$ cat src/rtl/divider_float.sv
// divider_float -- iterative floating-point divider, result = OP1 / OP2.
// Restoring division producing one quotient bit per clock. Latency is fixed
// for every operand combination, including the special cases.
//
// Ports:
//   CLK      rising-edge clock
//   RST      asynchronous active-low reset (aborts an operation, no done)
//   start    request, sampled only while idle (busy=0, done=0)
//   OP1      dividend, sampled with start
//   OP2      divisor, sampled with start
//   exce_in  upstream exception flag, sampled with start
//   busy     operation in progress
//   done     one-cycle pulse, result/exce_out updated in this cycle
//   exce_out exception out, held until next done
//   result   quotient, held until next done
module divider_float #(
   parameter int WIDTH     = 32,
   parameter int WIDTH_exp = 8,
   parameter int WIDTH_mat = 23
) (
   input  logic             CLK,
   input  logic             RST,
   input  logic             start,
   input  logic [WIDTH-1:0] OP1,
   input  logic [WIDTH-1:0] OP2,
   input  logic             exce_in,
   output logic             busy,
   output logic             done,
   output logic             exce_out,
   output logic [WIDTH-1:0] result
);

   localparam int MW = WIDTH_mat;
   localparam int QW = WIDTH_mat + 2;     // remainder / quotient width
   localparam int EW = WIDTH_exp;
   localparam int XW = WIDTH_exp + 2;     // signed working exponent width
   localparam int CW = $clog2(WIDTH_mat + 3);

   localparam logic [CW-1:0]        CNT_INIT = CW'(WIDTH_mat + 2);
   localparam logic [CW-1:0]        CNT_ONE  = CW'(1);
   localparam logic signed [XW-1:0] BIAS_X   = XW'((1 << (EW - 1)) - 1);
   localparam logic signed [XW-1:0] EMAX_X   = XW'((1 << EW) - 1);
   localparam logic signed [XW-1:0] ONE_X    = XW'(1);
   localparam logic signed [XW-1:0] ZERO_X   = '0;

   localparam logic [1:0] S_IDLE = 2'd0;
   localparam logic [1:0] S_DIV  = 2'd1;
   localparam logic [1:0] S_PACK = 2'd2;
   localparam logic [1:0] S_DONE = 2'd3;

   logic [1:0]    state;
   logic [CW-1:0] cnt;
   logic          sign;
   logic [EW-1:0] exp1;
   logic [EW-1:0] exp2;
   logic [MW:0]   m2;
   logic [QW-1:0] rem;
   logic [QW-1:0] quo;
   logic          exce_reg;

   // One restoring-division step.
   logic          ge;
   logic [QW-1:0] rem_sub;
   logic [QW-1:0] rem_nxt;
   logic [QW-1:0] quo_nxt;

   always_comb begin
      ge      = (rem >= {1'b0, m2});
      rem_sub = ge ? (rem - {1'b0, m2}) : rem;
      // rem_sub < m2 always, so its MSB is zero and the shift loses nothing
      rem_nxt = rem_sub << 1;
      quo_nxt = {quo[QW-2:0], ge};
   end

   // Normalisation, exponent and special-case selection for PACK.
   logic signed [XW-1:0] exp_base;
   logic signed [XW-1:0] exp_norm;
   logic [MW-1:0]        mant;
   logic [WIDTH-1:0]     pack_res;
   logic                 pack_exce;

   always_comb begin
      exp_base  = $signed({2'b00, exp1}) - $signed({2'b00, exp2}) + BIAS_X;
      // quotient MSB clear means M1 < M2: one extra left shift, exponent - 1
      exp_norm  = quo[QW-1] ? exp_base : (exp_base - ONE_X);
      mant      = quo[QW-1] ? quo[QW-2:1] : quo[QW-3:0];
      pack_res  = {sign, exp_norm[EW-1:0], mant};
      pack_exce = exce_reg;
      if (exp2 == '0) begin
         pack_res  = {sign, {EW{1'b1}}, {MW{1'b0}}};
         pack_exce = 1'b1;
      end else if (exp1 == '0) begin
         pack_res  = '0;
         pack_exce = exce_reg;
      end else if (exp_norm >= EMAX_X) begin
         pack_res  = {sign, {EW{1'b1}}, {MW{1'b0}}};
         pack_exce = 1'b1;
      end else if (exp_norm <= ZERO_X) begin
         pack_res  = '0;
         pack_exce = 1'b1;
      end
   end

   always_ff @(posedge CLK or negedge RST) begin
      if (!RST) begin
         state    <= S_IDLE;
         cnt      <= '0;
         sign     <= 1'b0;
         exp1     <= '0;
         exp2     <= '0;
         m2       <= '0;
         rem      <= '0;
         quo      <= '0;
         exce_reg <= 1'b0;
         busy     <= 1'b0;
         done     <= 1'b0;
         exce_out <= 1'b0;
         result   <= '0;
      end else begin
         case (state)
            S_IDLE: begin
               if (start) begin
                  sign     <= OP1[WIDTH-1] ^ OP2[WIDTH-1];
                  exp1     <= OP1[WIDTH-2 -: EW];
                  exp2     <= OP2[WIDTH-2 -: EW];
                  rem      <= {1'b0, 1'b1, OP1[MW-1:0]};
                  m2       <= {1'b1, OP2[MW-1:0]};
                  quo      <= '0;
                  exce_reg <= exce_in;
                  cnt      <= CNT_INIT;
                  busy     <= 1'b1;
                  state    <= S_DIV;
               end
            end
            S_DIV: begin
               rem <= rem_nxt;
               quo <= quo_nxt;
               cnt <= cnt - CNT_ONE;
               if (cnt == CNT_ONE) begin
                  state <= S_PACK;
               end
            end
            S_PACK: begin
               result   <= pack_res;
               exce_out <= pack_exce;
               done     <= 1'b1;
               busy     <= 1'b0;
               state    <= S_DONE;
            end
            S_DONE: begin
               done  <= 1'b0;
               state <= S_IDLE;
            end
            default: state <= S_IDLE;
         endcase
      end
   end

endmodule

$ cat config.mk
export PLATFORM = sky130hd
export DESIGN_NAME = divider_float
export DESIGN_NICKNAME = d
export VERILOG_FILES = /design/src/rtl/divider_float.sv
export SDC_FILE = /design/constraint.sdc
export NUM_CORES = 1
export LEC_CHECK = 0
export BUFFER_PORTS_ARGS = -buffer_cell sky130_fd_sc_hd__buf_2
export CAP_MARGIN = 10
export CORE_MARGIN = 3
export CORE_UTILIZATION = 45
export DETAILED_ROUTE_END_ITERATION = 10
export GPL_ROUTABILITY_DRIVEN = 0
export PLACE_DENSITY = 0.67
export RECOVER_POWER = 25
export SETUP_SLACK_MARGIN = 0.15
export SKIP_LAST_GASP = 1
export SYNTH_ARGS = -nofsm -noshare
export SYNTH_HDL_FRONTEND = slang
export SYNTH_SLANG_ARGS = --single-unit
$ cat constraint.sdc
create_clock -name CLK -period 3.4 [get_ports CLK]
set_input_delay 1.02 -clock CLK [delete_from_list [all_inputs] [get_ports CLK]]
set_output_delay 1.02 -clock CLK [all_outputs]
set_load 0.02 [all_outputs]
### After elaboration in Yosys (flattened, before gate mapping)

Cells that the tools add are included.

| word-level totals | value |
|---|---|
| output and inout bits | 35 |
| input port bits | 68 |
| logic and storage cells | 61 |
| register bits | 134 |

| cells by class | value |
|---|---|
| multiplexer cells | 23 |
| reduce and logical (&&, ||, !) cells | 10 |
| magnitude comparators | 3 |
| add/sub/neg operators | 5 |
| bitwise gates (word level) | 1 |
| equal/unequal tests | 6 |

Operators by type and width:

| kind | number |
|---|---|
| two-way mux 32 bit | 4 |
| one-hot mux 25 bit (2 select lines) | 2 |
| two-way mux 25 bit | 2 |
| greater-or-equal comparator 25 x 24 -> 1 bit | 1 |
| two-way mux 24 bit | 1 |
| subtractor 24 bit | 1 |
| two-way mux 23 bit | 1 |
| logical NOT 8 bit | 2 |
| adder 9 x 8 -> 10 bit (second input constant) | 1 |
| greater-or-equal comparator 10 x 9 -> 1 bit (second input constant) | 1 |
| <= comparator 10 x 1 -> 1 bit (second input constant) | 1 |
| two-way mux 10 bit | 1 |
| one-hot mux 5 bit (2 select lines) | 1 |
| subtractor 10 x 2 -> 10 bit (second input constant) | 1 |
| subtractor 8 x 8 -> 9 bit | 1 |
| one-hot mux 2 bit (4 select lines) | 1 |
| AND reduction 2 bit | 4 |
| nonzero test 2 bit | 3 |
| == test 5 x 1 -> 1 bit (second input constant) | 1 |
| two-way mux 1 bit | 5 |
| two-way mux 5 bit | 1 |
| subtractor 5 x 1 -> 5 bit (second input constant) | 1 |
| == test 2 bit (second input constant) | 2 |
| two-way mux 2 bit | 2 |
| other kinds (5) | 7 |

### Depth between registers and ports, before layout

| depth | value |
|---|---|
| word-level depth | 9 |
| gate-level depth with buffers | 16 |
| gate-level depth less buffers | 15 |

### Least setup slack after synthesis

No wires, ideal clock.

| timing path | value |
|---|---|
| path type | reg-to-reg |
| from | register exp1[0] |
| to | register result[10] |
| required time | 3.265 ns |
| period minus slack after synthesis | 3.330 ns |
| buffers on the path | 2 |
| stages on the path, launching flop included | 17 |
| slack | 0.070 ns |
| data arrival time | 3.195 ns |
| library setup time | 0.135 ns |
| path through | dfrtp_1 -> inv_1 -> ha_1 -> inv_1 -> fa_1 -> inv_1 -> ha_1 -> buf_2 -> xor2_2 -> o21ai_1 -> xor2_1 -> or4_1 -> and4bb_1 -> nand4_1 -> o2111ai_2 -> buf_6 -> o22ai_1 |

| between the ends | value |
|---|---|
| cells in the longest elaborated chain, start to end | 9 |
| elaborated cells on any way between the ends | 11 |
| those cells by class | add/sub (3); order compare (2); mux (5); reduce/logical (1) |

Ends and longest elaborated chain:

| what | line | RTL |
|---|---|---|
| from (decl) | 54 | `logic [EW-1:0] exp1;` |
| from (signal assigned) | 124 | `exp1 <= OP1[WIDTH-2 -: EW];` |
| subtractor 8 x 8 -> 9 bit | 83 | `exp_base = $signed({2'b00, exp1}) - $signed({2'b00, exp2}) + BIAS_X;` |
| adder 9 x 8 -> 10 bit | 83 |  |
| subtractor 10 x 2 -> 10 bit | 85 | `exp_norm = quo[QW-1] ? exp_base : (exp_base - ONE_X);` |
| two-way mux 10 bit | 85 |  |
| <= comparator 10 x 1 -> 1 bit | 98 | `end else if (exp_norm <= ZERO_X) begin` |
| two-way mux 32 bit | 98 |  |
| two-way mux 32 bit | 95 | `end else if (exp_norm >= EMAX_X) begin` |
| two-way mux 32 bit (*) | 92 | `end else if (exp1 == '0) begin` |
| two-way mux 32 bit (*) | 89 | `if (exp2 == '0) begin` |
| to (signal assigned) | 144 | `result <= pack_res;` |
| to (decl) | 30 | `output logic [WIDTH-1:0] result` |

Mark *: on every way between the ends. The rest lies on a longest branch, timed or not.
A chain may end at the register's enable or synchronous reset.

### Final worst setup path

| timing path | value |
|---|---|
| from | register exp1[0] |
| to | register result[14] |

Same word-level chain as after synthesis.

==> flow_metrics.tcl <==
set metrics [dict create \
    outcome "complete, but fails checks" \
    violations "capacitance limit, slew limit, setup timing" \
    crit_fanout 11 \
    die_area_um2 19300 \
    post-route-drc-count 0 \
    drive_gt1_frac 0.281 \
    rows 47 \
    syn-cell-area_um2 7940 \
    fin_nets 1043 \
    hpwl_um 13400 \
    top_register "result" \
    skew_ns 0.00775 \
    synth.largest_area_cell "dfrtp_1" \
    antenna_found_initial 0 \
    avgSynthCellArea_um2 9.90 \
    grt_max_degree 71 \
    syn-num-nets 912 \
    cts_tree "yes" \
    r2r-end "result[14]" \
    worstHoldPathType "flop to flop" \
    yosysSeqAreaShare 0.422 \
    die_w_um 139 \
    async_flop_share 1.00 \
    grt_pass1_vias 6486 \
    ctsRootBufferMaster "clkbuf_16" \
    wl_met2_um 9590 \
    core_area_um2 16900 \
    postRouteAntennaNets 0 \
    critPathKind "flop to flop" \
    tightest_slew_ns 1.83 \
    max-cap-violations 1 \
    io_pins 103 \
    synth_common_cells "dfrtp_1, inv_1, nor2_1" \
    relSlewSlack -0.221 \
    reg2reg_depth 16 \
    numCtsBuffers 17 \
    wl_per_cell_um 16.6 \
    synth.distinct_cells 71 \
    grt_pass1_wl_um 31900 \
    dr.pass1.iters 5 \
    highest_layer "met4" \
    reg2reg_setup_slack_ns -0.04 \
    grt_overflow 0 \
    rsz0062_at_grt "true" \
    diodes 0 \
    die_h_um 139 \
    synth.most_common_cell "dfrtp_1" \
    drt_wl_total_um 19400 \
    via_per_inst 5.49 \
    required_ns 3.68 \
    synth_top_area_frac 0.422 \
    yosysWarnings 0 \
    grt.total_usage 0.200 \
    timing.rr.start "exp1[0]" \
    routed-wl-met3_um 764 \
    setup_ws_ns -0.0372 \
    synth_edf_count 0 \
    hold_viol 0 \
    min_from "m2[23]" \
    fill_cells 1477 \
    period_share 1.01 \
    numPortBuffers 102 \
    tns_ns -0.388 \
    critPathCaptureType "flop" \
    synthFlopType "dfrtp_1" \
    route.vias.total 6401 \
    start_kind "flop" \
    setup_viol 23 \
    clkLatencyLatePin_ns 0.42 \
    holdPathStages 2 \
    fin_crit_ns 3.44 \
    max_freq_ghz 0.291 \
    min_to "m2[23]" \
    syn_to_final_growth_pct 22.8 \
    slew_viol_final 71 \
    syn_inst 802 \
    yosys_register_bits 134 \
    reg.largest.list "result (32), quo (25), rem (25)" \
    drt-met1-wl_um 8840 \
    htree_levels 4 \
    clock-sinks 134 \
    synthTopCellsByArea "dfrtp_1, ha_1, mux2_2" \
    cts_buffer_depth 2 \
    drt-initial-drc-count 358 \
    largest_reg_flops 32 \
    arrival_ns 3.72 \
    initial_core_util 0.469 \
    path_clk_slew_ns 0.07 \
]
==> logic make-up (layout without fill, tap and decap cells) <==
family | after synthesis | count (layout) | share of synthesized area
and+or+nand+nor | 179 | 179 | 0.115
buffers and inverters | 115 | 259 | 0.0569
muxes | 80 | 80 | 0.107
DFF | 134 | 134 | 0.422
AOI/OAI and AO/OA | 218 | 218 | 0.189
adders and majority gates | 42 | 42 | 0.0681
xor gates and xnor gates | 34 | 34 | 0.0408
==> placed cells by master, fill, tap and decap left out, types with 36 or more instances in the layout <==
cell     Yosys  routed
dfrtp_1    134     134
ha_1        40      37
buf_2        4     101
mux2_2      41      41
nor2_1      52      49
o22ai_1     36      36
inv_1       79      77
mux2i_1     39      39
a21oi_1     42      38
buf_4        0      37
==> worst max path at each step <==
stage	startpoint	endpoint	slack [ns]	cells after the start
2_1_floorplan	exp1[0]	result[10]	0.15	16
3_3_place_gp	exp1[0]	result[17]	0.04	15
3_5_place_dp	exp1[0]	result[9]	-0.03	15
4_1_cts	exp1[0]	result[9]	0.04	15
5_1_grt	exp1[0]	result[10]	-0.22	16
6_report	exp1[0]	result[14]	-0.04	16
==> routing by layer <==
layer  global-route usage  up-vias
met4               0.0448        0
met5                    0        -
met2                0.339      133
met3               0.0434       15
met1                0.263     3091
li1                     -     3162
==> stage by stage <==
step	util	area [um2]	worst slack, ns	instances	hold slack, ns
floorplan	-	7960	0.151	802	0.418
global placement	0.522	8840	0.0385	1117	0.449
detailed placement	0.522	8840	-0.0337	1117	0.455
CTS	0.568	9620	0.0424	1162	0.476
global route	0.576	9750	-0.220	1166	0.482
finish	0.576	9750	-0.0372	1166	0.473
==> final cells by class <==
class	instances	area [um2]	share of cell area
inverter	79	297	0.0304
tap	220	275	0.0282
multi-input combinational	553	4320	0.443
timing repair buffer	148	925	0.0948
sequential	134	3350	0.344
clock inverter	14	138	0.0141
clock buffer	18	439	0.0450
==> what timing repair did <==
action	CTS	global route
pin swaps	2	16
buffers inserted	11	4
gates resized for setup	17	27
hold buffers	0	0
gates cloned	2	0
hold endpoints to repair	0	0
endpoints found under the setup margin	28	39
==> worst max-delay path: stages, from the launching register on <==
cell and delay [ns]:
dfrtp_1 0.37, inv_1 0.06, ha_2 0.17, inv_2 0.04, fa_2 0.40, a211oi_4 0.29, buf_4 0.16, o21ai_0 0.12
a211oi_1 0.22, buf_4 0.17, o31ai_1 0.09, and2_1 0.19, or3_4 0.41, o2111ai_4 0.25, buf_6 0.15, buf_16 0.12
o22ai_1 0.08
Power is left out: the tool's default activity adds up to more than one toggle a clock period on the data nets, which glitch-free logic cannot reach.
